<file path="config.mk">
export PLATFORM = sky130hd
export DESIGN_NAME = control_unit
export DESIGN_NICKNAME = d
export VERILOG_FILES = /design/src/rtl/cpu_pkg.sv /design/src/rtl/instr_decoder.sv /design/src/rtl/control_unit.sv
export SDC_FILE = /design/constraint.sdc
export NUM_CORES = 1
export LEC_CHECK = 0
export CORE_ASPECT_RATIO = 0.8
export CORE_UTILIZATION = 26
export CTS_BUF_LIST = sky130_fd_sc_hd__clkbuf_8
export DETAILED_ROUTE_END_ITERATION = 7
export HOLD_SLACK_MARGIN = 0.02
export PLACE_DENSITY_LB_ADDON = 0.25
export SLEW_MARGIN = 20
export SYNTH_ARGS = -nofsm -noshare
export SYNTH_HDL_FRONTEND = slang
export SYNTH_SLANG_ARGS = --single-unit
</file>
<file path="constraint.sdc">
create_clock -name clock -period 4.3 [get_ports clock]
set_clock_uncertainty 0.15 [all_clocks]
set_input_delay 0.645 -clock clock [delete_from_list [all_inputs] [get_ports clock]]
set_output_delay 0.645 -clock clock [all_outputs]
set_load 0.01 [all_outputs]
</file>
<file path="src/rtl/cpu_pkg.sv">
// rtl/cpu_pkg.sv - shared opcodes, ALU select codes, FSM encoding and instruction field positions
package cpu_pkg;

    localparam logic [3:0] OP_NOP  = 4'h0;
    localparam logic [3:0] OP_ALU  = 4'h1;
    localparam logic [3:0] OP_ADDI = 4'h2;
    localparam logic [3:0] OP_LW   = 4'h3;
    localparam logic [3:0] OP_SW   = 4'h4;
    localparam logic [3:0] OP_BZ   = 4'h5;
    localparam logic [3:0] OP_BP   = 4'h6;
    localparam logic [3:0] OP_JMP  = 4'h7;
    localparam logic [3:0] OP_HALT = 4'hF;

    // Codes 0..7 are reachable directly from the ALU func field; PASSB sits above them.
    localparam logic [3:0] ALU_ADD   = 4'h0;
    localparam logic [3:0] ALU_SUB   = 4'h1;
    localparam logic [3:0] ALU_AND   = 4'h2;
    localparam logic [3:0] ALU_OR    = 4'h3;
    localparam logic [3:0] ALU_XOR   = 4'h4;
    localparam logic [3:0] ALU_PASSB = 4'h8;

    typedef enum logic [2:0] {
        S_FETCH  = 3'd0,
        S_DECODE = 3'd1,
        S_EXEC   = 3'd2,
        S_WB     = 3'd3,
        S_HALT   = 3'd4
    } state_t;

    localparam int OP_HI  = 15;
    localparam int OP_LO  = 12;
    localparam int RD_HI  = 11;
    localparam int RD_LO  = 9;
    localparam int RS_HI  = 8;
    localparam int RS_LO  = 6;
    localparam int RT_HI  = 5;
    localparam int RT_LO  = 3;
    localparam int FN_HI  = 2;
    localparam int FN_LO  = 0;
    localparam int IMM_HI = 5;
    localparam int IMM_LO = 0;

    function automatic logic [15:0] sext_imm6(input logic [5:0] imm6);
        return {{10{imm6[5]}}, imm6};
    endfunction

endpackage

</file>
<file path="src/rtl/instr_decoder.sv">
// rtl/instr_decoder.sv - combinational decode of IR and FSM state into datapath controls
module instr_decoder
    import cpu_pkg::*;
(
    input  logic [2:0]  i_state,
    input  logic [15:0] i_ir,
    output logic        o_rf_write,
    output logic [2:0]  o_rs_addr,
    output logic [2:0]  o_rt_addr,
    output logic [2:0]  o_rd_addr,
    output logic [15:0] o_imm_data,
    output logic [3:0]  o_alu_sel,
    output logic        o_imm_sel,
    output logic        o_mem_write,
    output logic        o_mem_sel,
    output logic        o_halted
);

    state_t     w_state;
    logic [3:0] w_op;
    logic       w_active;

    assign w_state  = state_t'(i_state);
    assign w_op     = i_ir[OP_HI:OP_LO];
    // WB only ever follows an LW, but gate on it anyway so no other opcode can write twice.
    assign w_active = (w_state == S_EXEC) || (w_state == S_WB && w_op == OP_LW);

    always_comb begin
        o_rf_write  = 1'b0;
        o_rs_addr   = 3'd0;
        o_rt_addr   = 3'd0;
        o_rd_addr   = 3'd0;
        o_imm_data  = 16'd0;
        o_alu_sel   = ALU_ADD;
        o_imm_sel   = 1'b0;
        o_mem_write = 1'b0;
        o_mem_sel   = 1'b0;
        o_halted    = (w_state == S_HALT);
        if (w_active) begin
            case (w_op)
                OP_ALU: begin
                    o_rd_addr  = i_ir[RD_HI:RD_LO];
                    o_rs_addr  = i_ir[RS_HI:RS_LO];
                    o_rt_addr  = i_ir[RT_HI:RT_LO];
                    o_alu_sel  = {1'b0, i_ir[FN_HI:FN_LO]};
                    o_rf_write = 1'b1;
                end
                OP_ADDI: begin
                    o_rd_addr  = i_ir[RD_HI:RD_LO];
                    o_rs_addr  = i_ir[RS_HI:RS_LO];
                    o_imm_data = sext_imm6(i_ir[IMM_HI:IMM_LO]);
                    o_imm_sel  = 1'b1;
                    o_rf_write = 1'b1;
                end
                OP_LW: begin
                    o_rd_addr  = i_ir[RD_HI:RD_LO];
                    o_rs_addr  = i_ir[RS_HI:RS_LO];
                    o_imm_data = sext_imm6(i_ir[IMM_HI:IMM_LO]);
                    o_imm_sel  = 1'b1;
                    o_mem_sel  = (w_state == S_WB);
                    o_rf_write = (w_state == S_WB);
                end
                OP_SW: begin
                    o_rs_addr   = i_ir[RS_HI:RS_LO];
                    o_imm_data  = sext_imm6(i_ir[IMM_HI:IMM_LO]);
                    o_alu_sel   = ALU_PASSB;
                    o_imm_sel   = 1'b1;
                    o_mem_write = 1'b1;
                end
                OP_BZ, OP_BP: begin
                    // R[rs] + 0 puts the register straight onto the flags.
                    o_rs_addr = i_ir[RS_HI:RS_LO];
                    o_imm_sel = 1'b1;
                end
                default: ;
            endcase
        end
    end

endmodule

</file>
<file path="src/rtl/control_unit.sv">
// rtl/control_unit.sv - multi-cycle sequencer: FSM, program counter and instruction register
module control_unit
    import cpu_pkg::*;
#(
    parameter int PC_W = 8
)
(
    input  logic            clock,
    input  logic            reset,
    output logic [PC_W-1:0] imem_addr,
    input  logic [15:0]     imem_data,
    input  logic            zero_flag,
    input  logic            pos_flag,
    output logic            rf_write,
    output logic [2:0]      rs_addr,
    output logic [2:0]      rt_addr,
    output logic [2:0]      rd_addr,
    output logic [15:0]     imm_data,
    output logic [3:0]      alu_sel,
    output logic            imm_sel,
    output logic            mem_write,
    output logic            mem_sel,
    output logic            halted
);

    state_t          r_state;
    state_t          w_next_state;
    logic [PC_W-1:0] r_pc;
    logic [PC_W-1:0] w_pc_next;
    logic [PC_W-1:0] w_pc_inc;
    logic [PC_W-1:0] w_br_tgt;
    logic [15:0]     r_ir;
    logic [3:0]      w_op;
    logic [5:0]      w_imm6;

    assign w_op      = r_ir[OP_HI:OP_LO];
    assign w_imm6    = r_ir[IMM_HI:IMM_LO];
    assign w_pc_inc  = r_pc + PC_W'(1);
    assign w_br_tgt  = w_pc_inc + {{(PC_W-6){w_imm6[5]}}, w_imm6};
    assign imem_addr = r_pc;

    always_ff @(posedge clock or negedge reset) begin
        if (!reset) begin
            r_state <= S_FETCH;
        end else begin
            r_state <= w_next_state;
        end
    end

    always_comb begin
        w_next_state = r_state;
        case (r_state)
            S_FETCH:  w_next_state = S_DECODE;
            S_DECODE: w_next_state = S_EXEC;
            S_EXEC: begin
                if (w_op == OP_LW)        w_next_state = S_WB;
                else if (w_op == OP_HALT) w_next_state = S_HALT;
                else                      w_next_state = S_FETCH;
            end
            S_WB:     w_next_state = S_FETCH;
            S_HALT:   w_next_state = S_HALT;
            default:  w_next_state = S_FETCH;
        endcase
    end

    always_comb begin
        w_pc_next = r_pc;
        if (r_state == S_EXEC) begin
            case (w_op)
                OP_LW, OP_HALT: w_pc_next = r_pc;
                OP_BZ:          w_pc_next = zero_flag ? w_br_tgt : w_pc_inc;
                OP_BP:          w_pc_next = pos_flag  ? w_br_tgt : w_pc_inc;
                OP_JMP:         w_pc_next = r_ir[PC_W-1:0];
                default:        w_pc_next = w_pc_inc;
            endcase
        end else if (r_state == S_WB) begin
            w_pc_next = w_pc_inc;
        end
    end

    always_ff @(posedge clock or negedge reset) begin
        if (!reset) begin
            r_pc <= '0;
            r_ir <= 16'd0;
        end else begin
            r_pc <= w_pc_next;
            if (r_state == S_DECODE) begin
                r_ir <= imem_data;
            end
        end
    end

    instr_decoder u_decoder (
        .i_state     (r_state),
        .i_ir        (r_ir),
        .o_rf_write  (rf_write),
        .o_rs_addr   (rs_addr),
        .o_rt_addr   (rt_addr),
        .o_rd_addr   (rd_addr),
        .o_imm_data  (imm_data),
        .o_alu_sel   (alu_sel),
        .o_imm_sel   (imm_sel),
        .o_mem_write (mem_write),
        .o_mem_sel   (mem_sel),
        .o_halted    (halted)
    );

endmodule

</file>
==> results.toml <==
[status]
outcome = "complete, no violations"

[floorplan]
fp-row-count = 28
die_width_um = 102
pin_count = 62
design.core.area_um2 = 7570
die_h_um = 82.1
dieArea_um2 = 8380
initial_core_util = 0.275

[yosys]
postSynthAreaPerCell_um2 = 8.90
synth_xor_area_frac = 0.0505
ys_ff_latch = 27
synth_cell_types = 51
synth-compound-area-share = 0.170
synth_enable_flop_cells = 0
seq_area_frac_synth = 0.324
synth_ff_type = "dfrtp_1"
yosys.area_share.simple = 0.231
ys_warn_count = 0
synth_nets = 263
async_reset_ff_frac = 1.00
synth_top_family_by_area = "simple AND/OR/NAND/NOR gates"
synth_adder_area_share = 0.0577
syn_inst = 234
synth_mux_area_frac = 0.0907
synthesis.area_um2 = 2080

[worst_hold_path]
hold_path.class = "flip-flop to flip-flop"

[detailed_routing]
antenna_left = 0
first_iter_violations = 119
vias = 1855
wl_per_cell_um = 14.7
drc = 0
avgViaCountPerCell = 4.78
routed_wl_um = 5720
firstDrtPassIters = 4

[clock_network]
cts_tree = "yes"
cts_sinks = 27
clk_pin_slew_ps = 110
cts_buffers = 3
worstSkewPairLatency_ps = 280
cts_hold_buf = 0
postCtsSetupBuffers = 0
post_cts_resized = 0
root_buffer = "clkbuf_8"
cts_max_level = 1
cts_buffer_depth = 2

[pwr]
swShare = 0.466
p_leak_nw = 1.08
p_int_mw = 1.02
max-vdd-ir-drop_mv = 0.229
p_comb_frac = 0.618
p_seq_frac = 0.301
p_switching_mw = 0.888
clockPowerShare = 0.081
p_per_area_nw_per_um2 = 687

[flow_run]
cap_violations = 0

[timing]
tns_ps = 0
min_period_over_period = 0.871
rsz0062_at_grt = "no"
slew_headroom = 0.368
max_freq_mhz = 267
fin_ws_ps = 555
setup_viol = 0
hold_viol = 0
drv_slew = 0
worst_pin_slew_ps = 947
min_period_ps = 3740

[critical_path]
slowest_stage = "clkdlybuf4s50_1"
cpPeakStageDelay_ps = 600
cp-end-kind = "output port"
critical_path.most_common_cell = "nor2_1"
cp_top_family = "simple AND/OR/NAND/NOR gates"
worstPathCellList = "nor2_1 -> mux2i_1 -> o22a_1 -> nor2_1 -> and2_1 -> clkdlybuf4s50_1"
crit_required_ps = 3500
cp.arrival_ps = 2950
crit_type = "flip-flop to output port"
cp_max_fo = 13
worst_setup_path_start_kind = "flip-flop"
cp.buffers_inverters = 1

[layout]
n_antenna_cell = 0
drive_gt1_frac = 0.113
syn_to_final_growth_pct = 33.3
num-fill-cells = 792
layout_commonest_cell = "clkdlybuf4s50_1"
num-nets-final = 313
final_cell_mix = "61 x clkdlybuf4s50_1, 27 x dfrtp_1, 16 x nor2_1, 16 x and2_1, 16 x o21ai_0"

[global_route]
grt_overflow = 0
antenna_found_initial = 0
grt_pass1_wl_um = 8970
grt_pass1_vias = 1776
grt_start_max_net_pins = 28
grt_usage = 0.141

[place]
post-dp-hpwl_um = 4360
io_buffer_count = 61
gp_congestion = 0.792
place_ws_ps = 839
[per-stage QoR]
step | util | hold WS [ps] | area [um2] | power [mW] | std cells
finish | 0.367 | 366 | 2780 | 1.91 | 388
detailed placement | 0.361 | 344 | 2730 | 1.76 | 384
global route | 0.367 | 392 | 2780 | 2.09 | 388
CTS | 0.367 | 368 | 2780 | 1.92 | 388
global placement | 0.361 | 332 | 2730 | 1.73 | 384
floorplan | - | 199 | 2080 | 1.40 | 234
[worst reg2reg max path, stage by stage (launching register included)]
cell      delay (ps)
dfrtp_1          430
ha_1             280
nand3_1          180
xnor2_1          170
ha_1             350
nand3_1           90
o211ai_1         120
o41ai_1          360
xor2_1           140
a32oi_1          200
o21ai_0          100
[sequential cells by signal, indices dropped and copies added (netlist names)]
register / flops
r_ir: 16
r_state: 3
imem_addr: 8
[cell families (layout without fill, tap and decap cells)]
group           after synthesis  count (layout)
mux                          17              17
xor+xnor                     12              12
buf+inv                      31              80
fa+ha+maj                     9               9
compound gates               55              55
flops                        27              27
simple gates                 83              83
[cell type report]
type | instances | area (um2) | share of cell area
tap | 105 | 131 | 0.0473
timing repair buffer | 63 | 626 | 0.225
inverter | 13 | 48.8 | 0.0176
multi-input combinational | 176 | 1250 | 0.450
sequential | 27 | 676 | 0.243
clock buffer | 3 | 41.3 | 0.0149
clock inverter | 1 | 5.00 | 0.00180
[synthesized netlist by cell type (4+ instances only)]
master    number  area [um2]
and2_1        16         100
buf_2          4        20.0
nor2_1        16        60.1
buf_4         10        75.1
and3_1         5        31.3
o21ai_0       16        80.1
nand2_1       12        45.0
nand2b_1       4        25.0
a21oi_1       15        75.1
mux2_2        15         169
ha_1           8         100
nor3_1         7        35.0
dfrtp_1       27         676
xnor2_1        7        61.3
xor2_1         5        43.8
inv_1         12        45.0
nand3_1        4        20.0
[power by group through the flow]
stage | Combinational (mW) | Sequential (mW) | Clock [mW]
2_1_floorplan | 0.908 | 0.493 | 0
3_3_place_gp | 1.16 | 0.575 | 0
3_5_place_dp | 1.18 | 0.577 | 0
4_1_cts | 1.19 | 0.573 | 0.159
5_1_grt | 1.32 | 0.604 | 0.171
6_report | 1.18 | 0.573 | 0.155
[routing by layer]
| metal | part of all wire | up-vias | GRT usage |
|---|---|---|---|
| met5 | 0 | - | 0 |
| met4 | 0.0035 | 0 | 0.0171 |
| met3 | 0.064 | 2 | 0.0349 |
| met2 | 0.42 | 55 | 0.228 |
| met1 | 0.51 | 884 | 0.195 |
| li1 | - | 914 | - |
[worst paths after layout]
| check | start | to | slack (ps) | depth (start not counted) |
|---|---|---|---|---|
| setup / recovery | r_ir[13]$_DFFE_PN0P_ | imm_data[13] | 560 | 6 |
| hold / removal | r_ir[11]$_DFFE_PN0P_ | r_ir[11]$_DFFE_PN0P_ | 370 | 1 |
| setup reg to reg | imem_addr[0]$_DFFE_PN0P_ | imem_addr[7]$_DFFE_PN0P_ | 1590 | 10 |
| hold reg to reg | r_ir[11]$_DFFE_PN0P_ | r_ir[11]$_DFFE_PN0P_ | 370 | 1 |
| max in group asynchronous | reset | imem_addr[6]$_DFFE_PN0P_ | 3150 | 2 |
| min in group asynchronous | reset | r_ir[11]$_DFFE_PN0P_ | 580 | 2 |
Note: power is estimated with default switching activity, not from simulation.
